## config.mk

```make
export PLATFORM = sky130hd
export DESIGN_NAME = fetch_pc_unit
export DESIGN_NICKNAME = d
export VERILOG_FILES = /design/src/rtl/fetch_pc_unit.sv
export SDC_FILE = /design/constraint.sdc
export NUM_CORES = 1
export LEC_CHECK = 0
export CAP_MARGIN = 10
export CORE_MARGIN = 10
export CORE_UTILIZATION = 45
export DETAILED_ROUTE_END_ITERATION = 8
export PLACE_DENSITY_LB_ADDON = 0.05
export SETUP_SLACK_MARGIN = 0.1
export SLEW_MARGIN = 20
export SYNTH_ARGS = -nofsm -noshare
export SYNTH_HDL_FRONTEND = slang
export SYNTH_SLANG_ARGS = --single-unit
export TNS_END_PERCENT = 5
```

## constraint.sdc

```tcl
create_clock -name clk -period 5.7 [get_ports clk]
set_input_delay 0.57 -clock clk [delete_from_list [all_inputs] [get_ports clk]]
set_output_delay 0.57 -clock clk [all_outputs]
set_load 0.05 [all_outputs]
```

## src/rtl/fetch_pc_unit.sv

```systemverilog
// Instruction-fetch front end: owns the PC, fetches words over imem req/ack and
// hands each instruction to decode over valid/ready, honouring next-PC redirects.
module fetch_pc_unit #(
    parameter int               WIDTH    = 32,
    parameter logic [WIDTH-1:0] RESET_PC = 32'h0000_0000
) (
    input  logic             clk,
    input  logic             rst,
    input  logic             redir_valid,
    input  logic [1:0]       redir_sel,
    input  logic [WIDTH-1:0] redir_pc,
    input  logic [15:0]      redir_imm,
    input  logic [25:0]      redir_jidx,
    input  logic [WIDTH-1:0] redir_reg,
    output logic             imem_req,
    output logic [WIDTH-1:0] imem_addr,
    input  logic             imem_ack,
    input  logic [WIDTH-1:0] imem_rdata,
    output logic             instr_valid,
    output logic [WIDTH-1:0] instr,
    output logic [WIDTH-1:0] instr_pc,
    input  logic             instr_ready,
    output logic             addr_err
);

    typedef enum logic [1:0] {
        ST_IDLE = 2'd0,
        ST_REQ  = 2'd1,
        ST_OUT  = 2'd2,
        ST_DROP = 2'd3
    } state_t;

    state_t           state_q, state_d;
    logic [WIDTH-1:0] pc_q, pc_d;
    logic [WIDTH-1:0] pend_q, pend_d;
    logic [WIDTH-1:0] instr_q, instr_d;
    logic [WIDTH-1:0] instr_pc_q, instr_pc_d;
    logic             addr_err_q, addr_err_d;
    logic             imem_req_q, imem_req_d;
    logic             instr_valid_q, instr_valid_d;
    logic [WIDTH-1:0] target_s;
    logic             jr_misaligned_s;

    // Redirect target for the selected next-PC source
    always_comb begin
        target_s        = RESET_PC;
        jr_misaligned_s = 1'b0;
        case (redir_sel)
            2'd0: target_s = RESET_PC;
            2'd1: target_s = redir_pc + {{(WIDTH-18){redir_imm[15]}}, redir_imm, 2'b00};
            2'd2: target_s = {redir_pc[WIDTH-1:WIDTH-4], redir_jidx, 2'b00};
            2'd3: begin
                target_s        = {redir_reg[WIDTH-1:2], 2'b00};
                jr_misaligned_s = (redir_reg[1:0] != 2'b00);
            end
            default: target_s = RESET_PC;
        endcase
    end

    // Next-state: the PC only moves outside an outstanding request, so imem_addr stays stable until ack
    always_comb begin
        state_d    = state_q;
        pc_d       = pc_q;
        pend_d     = pend_q;
        instr_d    = instr_q;
        instr_pc_d = instr_pc_q;
        addr_err_d = addr_err_q | (redir_valid & jr_misaligned_s);
        case (state_q)
            ST_IDLE: state_d = ST_REQ;
            ST_REQ: begin
                if (imem_ack && redir_valid) begin
                    pc_d    = target_s;
                    state_d = ST_REQ;
                end else if (imem_ack) begin
                    instr_d    = imem_rdata;
                    instr_pc_d = pc_q;
                    state_d    = ST_OUT;
                end else if (redir_valid) begin
                    pend_d  = target_s;
                    state_d = ST_DROP;
                end else begin
                    state_d = ST_REQ;
                end
            end
            ST_DROP: begin
                if (imem_ack) begin
                    pc_d    = redir_valid ? target_s : pend_q;
                    state_d = ST_REQ;
                end else if (redir_valid) begin
                    pend_d  = target_s;
                    state_d = ST_DROP;
                end else begin
                    state_d = ST_DROP;
                end
            end
            ST_OUT: begin
                if (redir_valid) begin
                    pc_d    = target_s;
                    state_d = ST_REQ;
                end else if (instr_ready) begin
                    pc_d    = pc_q + 32'd4;
                    state_d = ST_REQ;
                end else begin
                    state_d = ST_OUT;
                end
            end
            default: state_d = ST_IDLE;
        endcase
        imem_req_d    = (state_d == ST_REQ) || (state_d == ST_DROP);
        instr_valid_d = (state_d == ST_OUT);
    end

    // State and registered outputs
    always_ff @(posedge clk) begin
        if (rst) begin
            state_q       <= ST_IDLE;
            pc_q          <= RESET_PC;
            pend_q        <= {WIDTH{1'b0}};
            instr_q       <= {WIDTH{1'b0}};
            instr_pc_q    <= {WIDTH{1'b0}};
            addr_err_q    <= 1'b0;
            imem_req_q    <= 1'b0;
            instr_valid_q <= 1'b0;
        end else begin
            state_q       <= state_d;
            pc_q          <= pc_d;
            pend_q        <= pend_d;
            instr_q       <= instr_d;
            instr_pc_q    <= instr_pc_d;
            addr_err_q    <= addr_err_d;
            imem_req_q    <= imem_req_d;
            instr_valid_q <= instr_valid_d;
        end
    end

    assign imem_req    = imem_req_q;
    assign imem_addr   = pc_q;
    assign instr_valid = instr_valid_q;
    assign instr       = instr_q;
    assign instr_pc    = instr_pc_q;
    assign addr_err    = addr_err_q;

endmodule

```

== Word-level counts from Yosys, hierarchy flattened ==
Index checks and enable logic that the tools add are counted.

* Logic and storage cells: 54
* Bits in latches: 0
* Memories: 0
* Bits in registers: 133
* Bits in read-only memories: 0
* Memory bits (writable): 0
* Output and inout bits: 99
* Input bits: 145

* Bitwise operators: 3
* Muxes and demuxes: 18
* Reductions and logical operators: 10
* Equal/unequal tests: 13
* Shift operators: 0
* Div/mod/pow operators: 0
* Multiply operators: 0
* Order comparisons: 0
* Add/sub/neg operators: 2

{| class="wikitable"
|+ Operators by type and width
! kind !! number
|-
| $mux W32 || 7
|-
| $pmux W32 S4 || 1
|-
| $pmux W32 S3 || 1
|-
| $pmux W32 S2 || 1
|-
| $add A32 B3 Y32 const B || 1
|-
| $add A32 B32 Y32 || 1
|-
| $eq A2 B2 Y1 const B || 6
|-
| $mux W2 || 6
|-
| $pmux W2 S4 || 1
|-
| $eq A2 B1 Y1 const B || 3
|-
| $ne A2 B2 Y1 const B || 3
|-
| $logic_not A2 Y1 || 2
|-
| $reduce_and A4 Y1 || 1
|-
| $reduce_bool A2 Y1 || 2
|-
| $ne A3 B3 Y1 const B || 1
|-
| $reduce_and A3 Y1 || 1
|-
| $reduce_bool A3 Y1 || 1
|-
| $reduce_and A2 Y1 || 1
|-
| $and A1 B1 Y1 || 1
|-
| $logic_and A1 B1 Y1 || 1
|-
| $logic_or A1 B1 Y1 || 1
|-
| $mux W1 || 1
|-
| $not A1 Y1 || 1
|-
| $or A1 B1 Y1 || 1
|}

== Depth between registers and ports, before layout ==
Gate-level depths: netlist (run 1).

* Word-level depth: 6
* Gate-level depth with buffers: 11
* Gate-level depth less buffers: 11

== Worst setup path before layout (run 1) ==
Ideal clock, no wire load.

* Path type: input to register
* From: input port redir_pc[2]
* To: register pc_q[20] (netlist: imem_addr[20])
* Required time: 5.568 ns
* Stages on the path: 11
* Library setup time: 0.132 ns
* Setup slack: 2.996 ns
* Path buffers: 0
* Arrival time: 2.572 ns
* Cells stage by stage: ha_1 > inv_1 > fa_1 > nand2b_1 > a21oi_1 > o21a_1 > nor3_1 > o31ai_1 > xor2_1 > a2111oi_0 > nor3_1

* Word-level cells in the longest chain between the ends: 5
* Elaborated cells between the ends (all ways): 7
* Classes of those cells: add/sub (1); mux (6)

{| class="wikitable"
|+ Ends and longest elaborated chain
! item !! line !! RTL
|-
| from (decl) || 11 || <nowiki>input logic [WIDTH-1:0] redir_pc,</nowiki>
|-
| $add A32 B32 Y32 (*) || 50 || <nowiki>2'd1: target_s = redir_pc + {{(WIDTH-18){redir_imm[15]}}, redir_imm, 2'b00};</nowiki>
|-
| $pmux W32 S4 (*) || 48 || <nowiki>case (redir_sel)</nowiki>
|-
| $mux W32 || - ||
|-
| $mux W32 || 86 || <nowiki>if (imem_ack) begin</nowiki>
|-
| $pmux W32 S3 (*) || 68 || <nowiki>case (state_q)</nowiki>
|-
| to (signal assigned) || 126 || <nowiki>pc_q <= pc_d;</nowiki>
|-
| to (decl) || 34 || <nowiki>logic [WIDTH-1:0] pc_q, pc_d;</nowiki>
|}

Every way passes the cells marked *; elsewhere a longest branch is shown, timed or not. The select of a mux whose other input is x is not followed.
A chain may end at the register's enable or synchronous reset.

== Worst setup path in the final report (run 1) ==
* From: input port redir_imm[15]
* To: register pc_q[24] (netlist: imem_addr[24])

* Word-level cells in the longest chain between the ends: 5
* Elaborated cells between the ends (all ways): 7
* Classes of those cells: add/sub (1); mux (6)

{| class="wikitable"
|+ Ends and longest elaborated chain
! item !! line !! RTL
|-
| from (decl) || 12 || <nowiki>input logic [15:0] redir_imm,</nowiki>
|-
| $add A32 B32 Y32 (*) || 50 ||
|-
| $pmux W32 S4 (*) || 48 ||
|-
| $mux W32 || - ||
|-
| $mux W32 || 86 ||
|-
| $pmux W32 S3 (*) || 68 ||
|}

Marks and branches as above.

==> results.txt, run 1 <==
The library cell with the largest summed area after synthesis is dfxtp_1. After detailed placement, the design holds a cell count of 1485. Combinational logic burns around a quarter of the power. The path class of the tightest hold or removal check is reg2reg.

The starting utilization of the core area came out at a little under half. The worst supply voltage drop on vdd is roughly 0.19 mV. The number of enable flip-flop cells after synthesis came out at 0.

The internal power is approximately 2 mW. In this run the most critical hold path is launched from instr[5]. Across the routed clock network, the largest skew measured is ~7.8 ps. The worst setup path is captured at a flop. The worst pin sits at a relative slew slack of 29.3%. In the final layout, the multi-input gates occupy about 0.0051 mm^2.

The final worst-path cycle share is between 50 and 60%. In this design, the largest share of critical-path delay is due to compound AO/OA/AOI/OAI gates. The number of input and output port buffers inserted is 243. The maximum number of pins on one net before global-route repair is between 60 and 70. Across the whole layout, storage elements account for roughly 0.0027 mm^2.

Setup total negative slack on the finished layout was measured at 0 ps. The post-CTS repair timing setup buffer count came out at 0. The total overflow reported by the global router is 0. The shortest period the worst path allows came out at between 3000 and 4000 ps. The wire length after detailed routing is between 20000 and 30000 um. The sum of net half-perimeters after detailed placement is between 20000 and 25000 um. The cell at the root of the clock tree is clkbuf_16. The data required time of the critical path is ~6000 ps.

In the synthesized netlist the async set-or-reset flop fraction comes to 0%. The total number of clock tree sinks came out at roughly 130. The area added between synthesis and finish came out at 38.3%. The capture endpoint of the worst hold path is instr[5]. The worst hold slack after final layout came out at around 450 ps. The die width came out at 154 um.

The final core utilization is between 60% and 70%. The post-synth net total came out at 1253. For this run, the number of standard cells in the final layout without fillers is approximately 1500. The flow ran to the end, and the final reports show no timing, DRC or antenna violations. The mapped netlist covers 0.00814 mm^2.

The overall fraction of global-route tracks in use is 23.6%. The net switching power figure came out at approximately 0.90 mW. STA classifies the critical path startpoint as an input pin. By area the synthesized netlist is led by dfxtp_1 (33%), nand2_1 (9.4%), a21oi_1 (8.0%). On the critical path, the stage with the largest delay is an instance of clkdlybuf4s50_1. The path type of the worst setup path is in2reg. From bottom edge to top edge, the die measures roughly 150 um. Synthesis handed over a netlist of roughly 1100 instances. No sink is reached through more buffers than the 2 on the longest clock path.

The worst slack at placement came out at 1990 ps. The Yosys step of the flow raised 0 warnings. For this run, the register share of the synthesized area comes to about a third. The number of nets in the layout is about 1500. The final routed DRC violation total is 0. Among all flip-flop cells after synthesis, the most frequent one is dfxtp_1. The switching portion of total power came out at 31.6%. The number of antenna violations at the first check in global routing came out at 0. The DRC violation total after the first TritonRoute iteration is 680. The final hold violation count is 0. 0 antenna diodes ended up in the layout.

The clock tree synthesis step divided the H-tree into 4 levels. The mean cell area of the mapped netlist came out at approximately 7.6 um^2. The clock network power share is about two fifths. The total area inside the core boundary comes to roughly 0.018 mm^2.

The via count of the first global-routing pass is between 8000 and 9000. The critical path data arrival time came out at ~3600 ps. The tool flagged a number of max-cap violations equal to 0. The CTS tree is yes. The number of optimization iterations in the first detailed-route pass came out at 5. The reg-to-reg critical path endpoint is imem_addr[23]. approximately 240 I/O pins were placed. The number of buffers created by CTS came out at 17. The final-report setup violation count is 0. Together, buffers and inverters on the worst path number 1. The post-cts gate resize count is 0. The static leakage came out at approximately 4.1 nW. The power density over the cells came out at about 250 mW/mm^2. The maximum net fanout on the critical path came out at 15. The delay contributed by the slowest stage of the critical path came out at 750 ps.

The count of cell types in the netlist came out at between 70 and 80. The startpoint of the worst register-to-register path is state_q[1]. The residual antenna-violating net count after detailed routing is 0. The transition time of the tightest slew-check pin is between 1000 and 1500 ps.

The clock insertion delay at the later pin of the skew report is around 420 ps. The share of synthesized area in the top cell type comes to around a third. The cell depth of the worst hold path is 2. The setup slack of the most critical reg-to-reg path is approximately 3000 ps. The clock transition time at the flip-flop clock pins of the worst setup and hold paths came out at about 60 ps. The row count came out at 49. The worst reg-to-reg path cell count came out at 6. The number of hold-repair buffers added at the cts stage is 0. The post-synthesis register bit count is around 130.

The routability congestion estimate is 0.952. Setup slack on the critical path of the routed design comes to 2410 ps. Setup repair after global routing left no endpoint under its margin.

The routed layout has 8596 vias. The share of cells above drive strength 1 came out at 5.98%. Static timing analysis puts the maximum clock frequency at approximately 300 MHz. The first global-routing pass estimated 45900 um of wire. The routed wirelength normalized by instance count came out at roughly 19 um. Dividing the detail-routed via count by the number of cells gives about 5.7. The sequential share of power came out at roughly 36%. Traced cell by cell, the critical path runs through clkdlybuf4s50_1 > ha_1 > o21ai_0 > nor2_1 > o41ai_1 > or2_2 > a21oi_2 > or3_1 > a311oi_1 > o32ai_1. The total of fill cells in the finished design is roughly 1700. The overall die area is ~0.024 mm^2. The final number of max-transition violations came out at 0.
[metrics by stage]
step	power, mW	cell area, um^2
after floorplan	1.47	8140
after global placement	1.75	10600
after detailed placement	1.75	10600
after CTS	2.86	11300
after global routing	2.97	11300
final	2.86	11300
[how the worst max path moves through the flow]
stage	from	endpoint	slack (ps)	depth (start not counted)
5_1_grt	redir_imm[15]	imem_addr[24]	2190	10
4_1_cts	redir_imm[15]	pend_q[29]	2420	10
6_report	redir_imm[15]	imem_addr[24]	2410	10
2_1_floorplan	redir_pc[2]	imem_addr[20]	3000	11
3_3_place_gp	redir_imm[15]	imem_addr[29]	2020	10
3_5_place_dp	redir_imm[15]	pend_q[29]	1990	10
[cell families after synthesis]
family / Yosys count / synth area share [%]
AOI/OAI and AO/OA: 322 / 25.4
xor gates and xnor gates: 44 / 4.73
adders and majority gates: 34 / 5.32
buffers and inverters: 90 / 4.38
DFF: 133 / 32.7
muxes: 37 / 4.69
and+or+nand+nor: 414 / 22.8
[cells in the final DEF, fill, tap and decap left out, types with 4 or more instances in the layout]
master,netlist,routed
ha_1,33,33
nand3_1,33,33
clkbuf_16,0,17
nor2b_1,6,6
xnor2_1,23,23
a311oi_1,6,6
dfxtp_1,133,132
buf_4,1,11
or3_1,5,5
a21o_1,12,12
o32ai_1,5,5
nor2_1,86,85
xor2_1,21,21
clkinvlp_4,0,4
and2_1,7,6
inv_1,18,18
and3_1,6,6
mux2i_1,28,28
and4_1,9,9
nor3_1,24,24
o211ai_1,16,16
nand4_1,11,11
nand2_1,204,203
o21ai_0,57,57
a21oi_1,130,130
a211o_1,4,4
o22ai_1,7,7
a211oi_1,26,26
nand2b_1,7,7
clkdlybuf4s50_1,0,241
mux2_2,9,9
a31oi_1,10,10
[final cells by class]
cell class	instances	share of cell area, %
Inverter	19	0.633
Clock buffer	18	3.81
Timing Repair Buffer	253	22.2
Clock inverter	14	1.58
Tap cell	229	2.55
Multi-Input combinational cell	851	45.5
Sequential cell	133	23.7
[registers in the layout, indices dropped and copies added (netlist names)]
| signal | flops |
|---|---|
| addr_err | 1 |
| imem_addr | 32 |
| imem_req | 1 |
| instr | 32 |
| instr_pc | 32 |
| instr_valid | 1 |
| pend_q | 32 |
| state_q | 2 |
[power groups by stage]
stage / clock network, mW / registers [mW] / logic [mW]
final: 1.12 / 1.03 / 0.707
after global routing: 1.18 / 1.03 / 0.762
after CTS: 1.13 / 1.03 / 0.704
after detailed placement: 0 / 1.05 / 0.700
after global placement: 0 / 1.05 / 0.700
after floorplan: 0 / 1.12 / 0.346
[metal layers]
| layer | wire, um | track usage, % |
|---|---|---|
| met3 | 2480 | 6.21 |
| met5 | 0 | 0 |
| met1 | 13000 | 30.3 |
| met4 | 428 | 5.49 |
| met2 | 13500 | 38.5 |
[synthesized netlist by cell type (3+ instances only)]
| cell | instances |
|---|---|
| inv_1 | 18 |
| nand4_1 | 11 |
| nand3_1 | 33 |
| o22ai_1 | 7 |
| o32ai_1 | 5 |
| a21oi_1 | 130 |
| clkbuf_1 | 56 |
| mux2_2 | 9 |
| or3_1 | 5 |
| o21ai_0 | 57 |
| and3_1 | 6 |
| buf_2 | 5 |
| buf_1 | 7 |
| xnor2_1 | 23 |
| nor2b_1 | 6 |
| a211o_1 | 4 |
| nand2b_1 | 7 |
| nand2_1 | 204 |
| a211oi_1 | 26 |
| ha_1 | 33 |
| a221oi_1 | 3 |
| o211ai_1 | 16 |
| o221ai_1 | 3 |
| nor3_1 | 24 |
| dfxtp_1 | 133 |
| a21o_1 | 12 |
| a21oi_2 | 3 |
| xor2_1 | 21 |
| mux2i_1 | 28 |
| nor2_1 | 86 |
| and2_1 | 7 |
| and4_1 | 9 |
| or2_2 | 3 |
| a311oi_1 | 6 |
| a31oi_1 | 10 |
[tightest hold or removal path, delay by kind of cell (launching register included)]
kind | cells | cell delay, ps
and+or+nand+nor | 1 | 50
AOI/OAI and AO/OA | 1 | 50
DFF | 1 | 310
Note: power is estimated with default switching activity, not from simulation.
==> run 2: changes to the inputs <==
- clock period: 5.7 -> 3.1 ns (I/O delays scaled with it)
==> results.txt, run 2 (synthesis results as in run 1) <==
Tracing the worst setup path back leads to its startpoint at redir_pc[2]. The overall die height is 154 um (unchanged). The maximum net fanout on the critical path was 3 (-12). The number of nets in the layout was 1500 (+3.2%). The post-CTS repair timing setup buffer count came out at 0 (unchanged). The number of input and output port buffers inserted is 243 (unchanged). The number of buffers created by CTS is 17 (unchanged). The maximum buffer depth of the clock tree is 2 (unchanged).

The starting utilization of the core area came to 45.5% (unchanged). The total of fill cells in the finished design came out at 1661 (-1.0%). Leaving out fill and tap cells, the most frequent cell in the layout is clkdlybuf4s50_1. The number of inserted diodes came out at 0 (unchanged).

The maximum clock frequency is 359 MHz. The final number of max-transition violations was 0 (unchanged). The transition time of the tightest slew-check pin is 1040 ps (-13.1 ps). The die width is 154 um (unchanged).

The row count is 49 (unchanged). The top cell types in the final layout, fill and taps aside, are clkdlybuf4s50_1 (241), nand2_1 (203), dfxtp_1 (132). The worst reg-to-reg path cell count was 8 (+2). The number of top-level pins is 244 (unchanged).

The final hold violation count is 0 (unchanged). The total number of clock tree sinks came out at 133 (unchanged). The total overflow reported by the global router is 0 (unchanged). The residual antenna-violating net count after detailed routing came out at 0 (unchanged). The count of maximum capacitance violations is 0 (unchanged).

The power density over the cells was 440 mW/mm^2 (+73%). The final-report setup violation count is 0 (unchanged). The routed design could run at a clock period as short as roughly 2800 ps. The via count of the first global-routing pass is 8439 (+0.76%).

The cell depth of the worst hold path came to 2 (unchanged). TritonCTS built the clock tree. The headroom to the max-slew limit is 30.4% (+1.1 points). The area occupied by registers came out at 0.00266 mm^2 (about the same). The static leakage is 4.26 nW (+5.0%). The least setup slack across all paths after layout came out at 312 ps (-2100 ps).

The accumulated negative setup slack is 0 ps (unchanged). The hold path startpoint is rst. The worst register-to-register path ends at imem_addr[16]. The detail-routed via count per cell is 5.59 (-1.4%). The startpoint identified for the worst register-to-register timing path is imem_addr[3]. STA classifies the critical path startpoint as an input pin.

The number of antenna violations at the first check in global routing came out at 0 (unchanged). The routability congestion estimate came out at 0.954 (+0.19%). The DRC violation total after the first TritonRoute iteration is 685 (+0.74%). The routed wirelength normalized by instance count is 18.3 um (-5.5%). The clock transition time at the flip-flop clock pins of the worst setup and hold paths came out at 60 ps (about the same).

The maximum number of pins on one net before global-route repair is 95 (+46%). The via count came out at 8728 (+1.5%). The setup slack of the most critical reg-to-reg path came out at 680 ps (-2300 ps).

The sum of net half-perimeters after detailed placement came out at 21900 um (-1.2%). The worst setup path is captured at a flop. The number of hold-repair buffers added at the cts stage came out at 0 (unchanged). The multi-input logic area came to 0.00513 mm^2 (unchanged). The worst supply voltage drop on vdd is 0.328 mV (+69%). The wire length of the first global-routing pass is 44700 um (-2.5%). The final core utilization is 64.6% (+1.7 points). The share of cells above drive strength 1 is 8.85% (+2.9 points). The final routed DRC violation total is 0 (unchanged). Setup repair after global routing left no endpoint under its margin. The area added between synthesis and finish is 42.0%. The post-cts gate resize count came to 0 (unchanged). The depth of the CTS H-tree is 4 (unchanged). The flow ran to the end, and the final reports show no timing, DRC or antenna violations. The overall fraction of global-route tracks in use is 22.8% (-0.78 points). The cell at the root of the clock tree is clkbuf_16. The clock insertion delay at the later pin of the skew report is 410 ps (about the same). The final worst-path cycle share came out at 89.9%.

The wire length after detailed routing came to 28600 um (-2.7%). The number of optimization iterations in the first detailed-route pass came out at 5 (unchanged). The capture endpoint of the worst hold path is addr_err. The critical path data arrival time is 3030 ps (-540 ps).

The overall die area came to 0.0239 mm^2 (unchanged). The total power draw is 5.08 mW (+78%). The worst slack at placement is -94.7 ps (-2080 ps). The placeable core area was 0.0179 mm^2 (unchanged).

The classification of the worst-slack hold path is in2reg. The post-route clock skew is 8.88 ps (+1.12 ps). The data required time of the critical path is 3340 ps (-2640 ps). The worst setup path is of the in2reg kind.
[run 2: cell count changes in the layout (fill, tap and decap cells not counted), sizes merged]
cell      delta
buf         +46
clkbuf       +4
inv          -3
bufinv       -2
clkinv       +2
clkinvlp     -2
[run 2: worst max-delay path by stage]
stage          cells past startpoint  slack, ps            end
2_1_floorplan                     11        660  imem_addr[20]
3_3_place_gp                      13        -70  imem_addr[16]
3_5_place_dp                      13        -90  imem_addr[16]
4_1_cts                           13        330  imem_addr[16]
5_1_grt                           12        110  imem_addr[20]
6_report                          13        310  imem_addr[16]
[run 2: per-layer routing]
| layer | wire (um) | global-route usage (%) | vias to the layer above |
|---|---|---|---|
| li1 | - | - | 4337 |
| met1 | 12600 | 28.7 | 3996 |
| met2 | 12900 | 36.9 | 359 |
| met3 | 2470 | 6.60 | 36 |
| met4 | 572 | 6.93 | 0 |
| met5 | 0 | 0 | - |
[run 2: critical path, stage by stage]
cell and delay, ps:
clkdlybuf4s50_1 480, ha_1 170, inv_1 50, fa_1 370, nand2b_1 170, a21oi_1 250, o21ai_0 190, o311ai_1 350
xnor2_1 160, o22ai_1 100, buf_4 180, o211ai_1 160, a21oi_1 80
[run 2: metrics by stage]
stage,hold WS [ps],instances,cell area [um^2]
after floorplan,437,1074,8140
after global placement,436,1531,11000
after detailed placement,442,1531,11000
after CTS,243,1562,11600
after global routing,259,1562,11600
final,257,1562,11600
[run 2: where the power goes]
part	switching (mW)	internal [mW]	total (mW)
clock network	0.730	1.09	1.82
registers	0.0836	1.79	1.87
logic	0.795	0.598	1.39
total	1.61	3.48	5.08
[run 2: area by class of cell]
type | instances | share of cell area [%]
inverters | 19 | 0.617
repair buffers | 299 | 24.9
well taps | 229 | 2.48
clock buffers | 22 | 3.84
multi-input cells | 851 | 44.4
clock inverters | 9 | 0.714
flip-flops and latches | 133 | 23.0
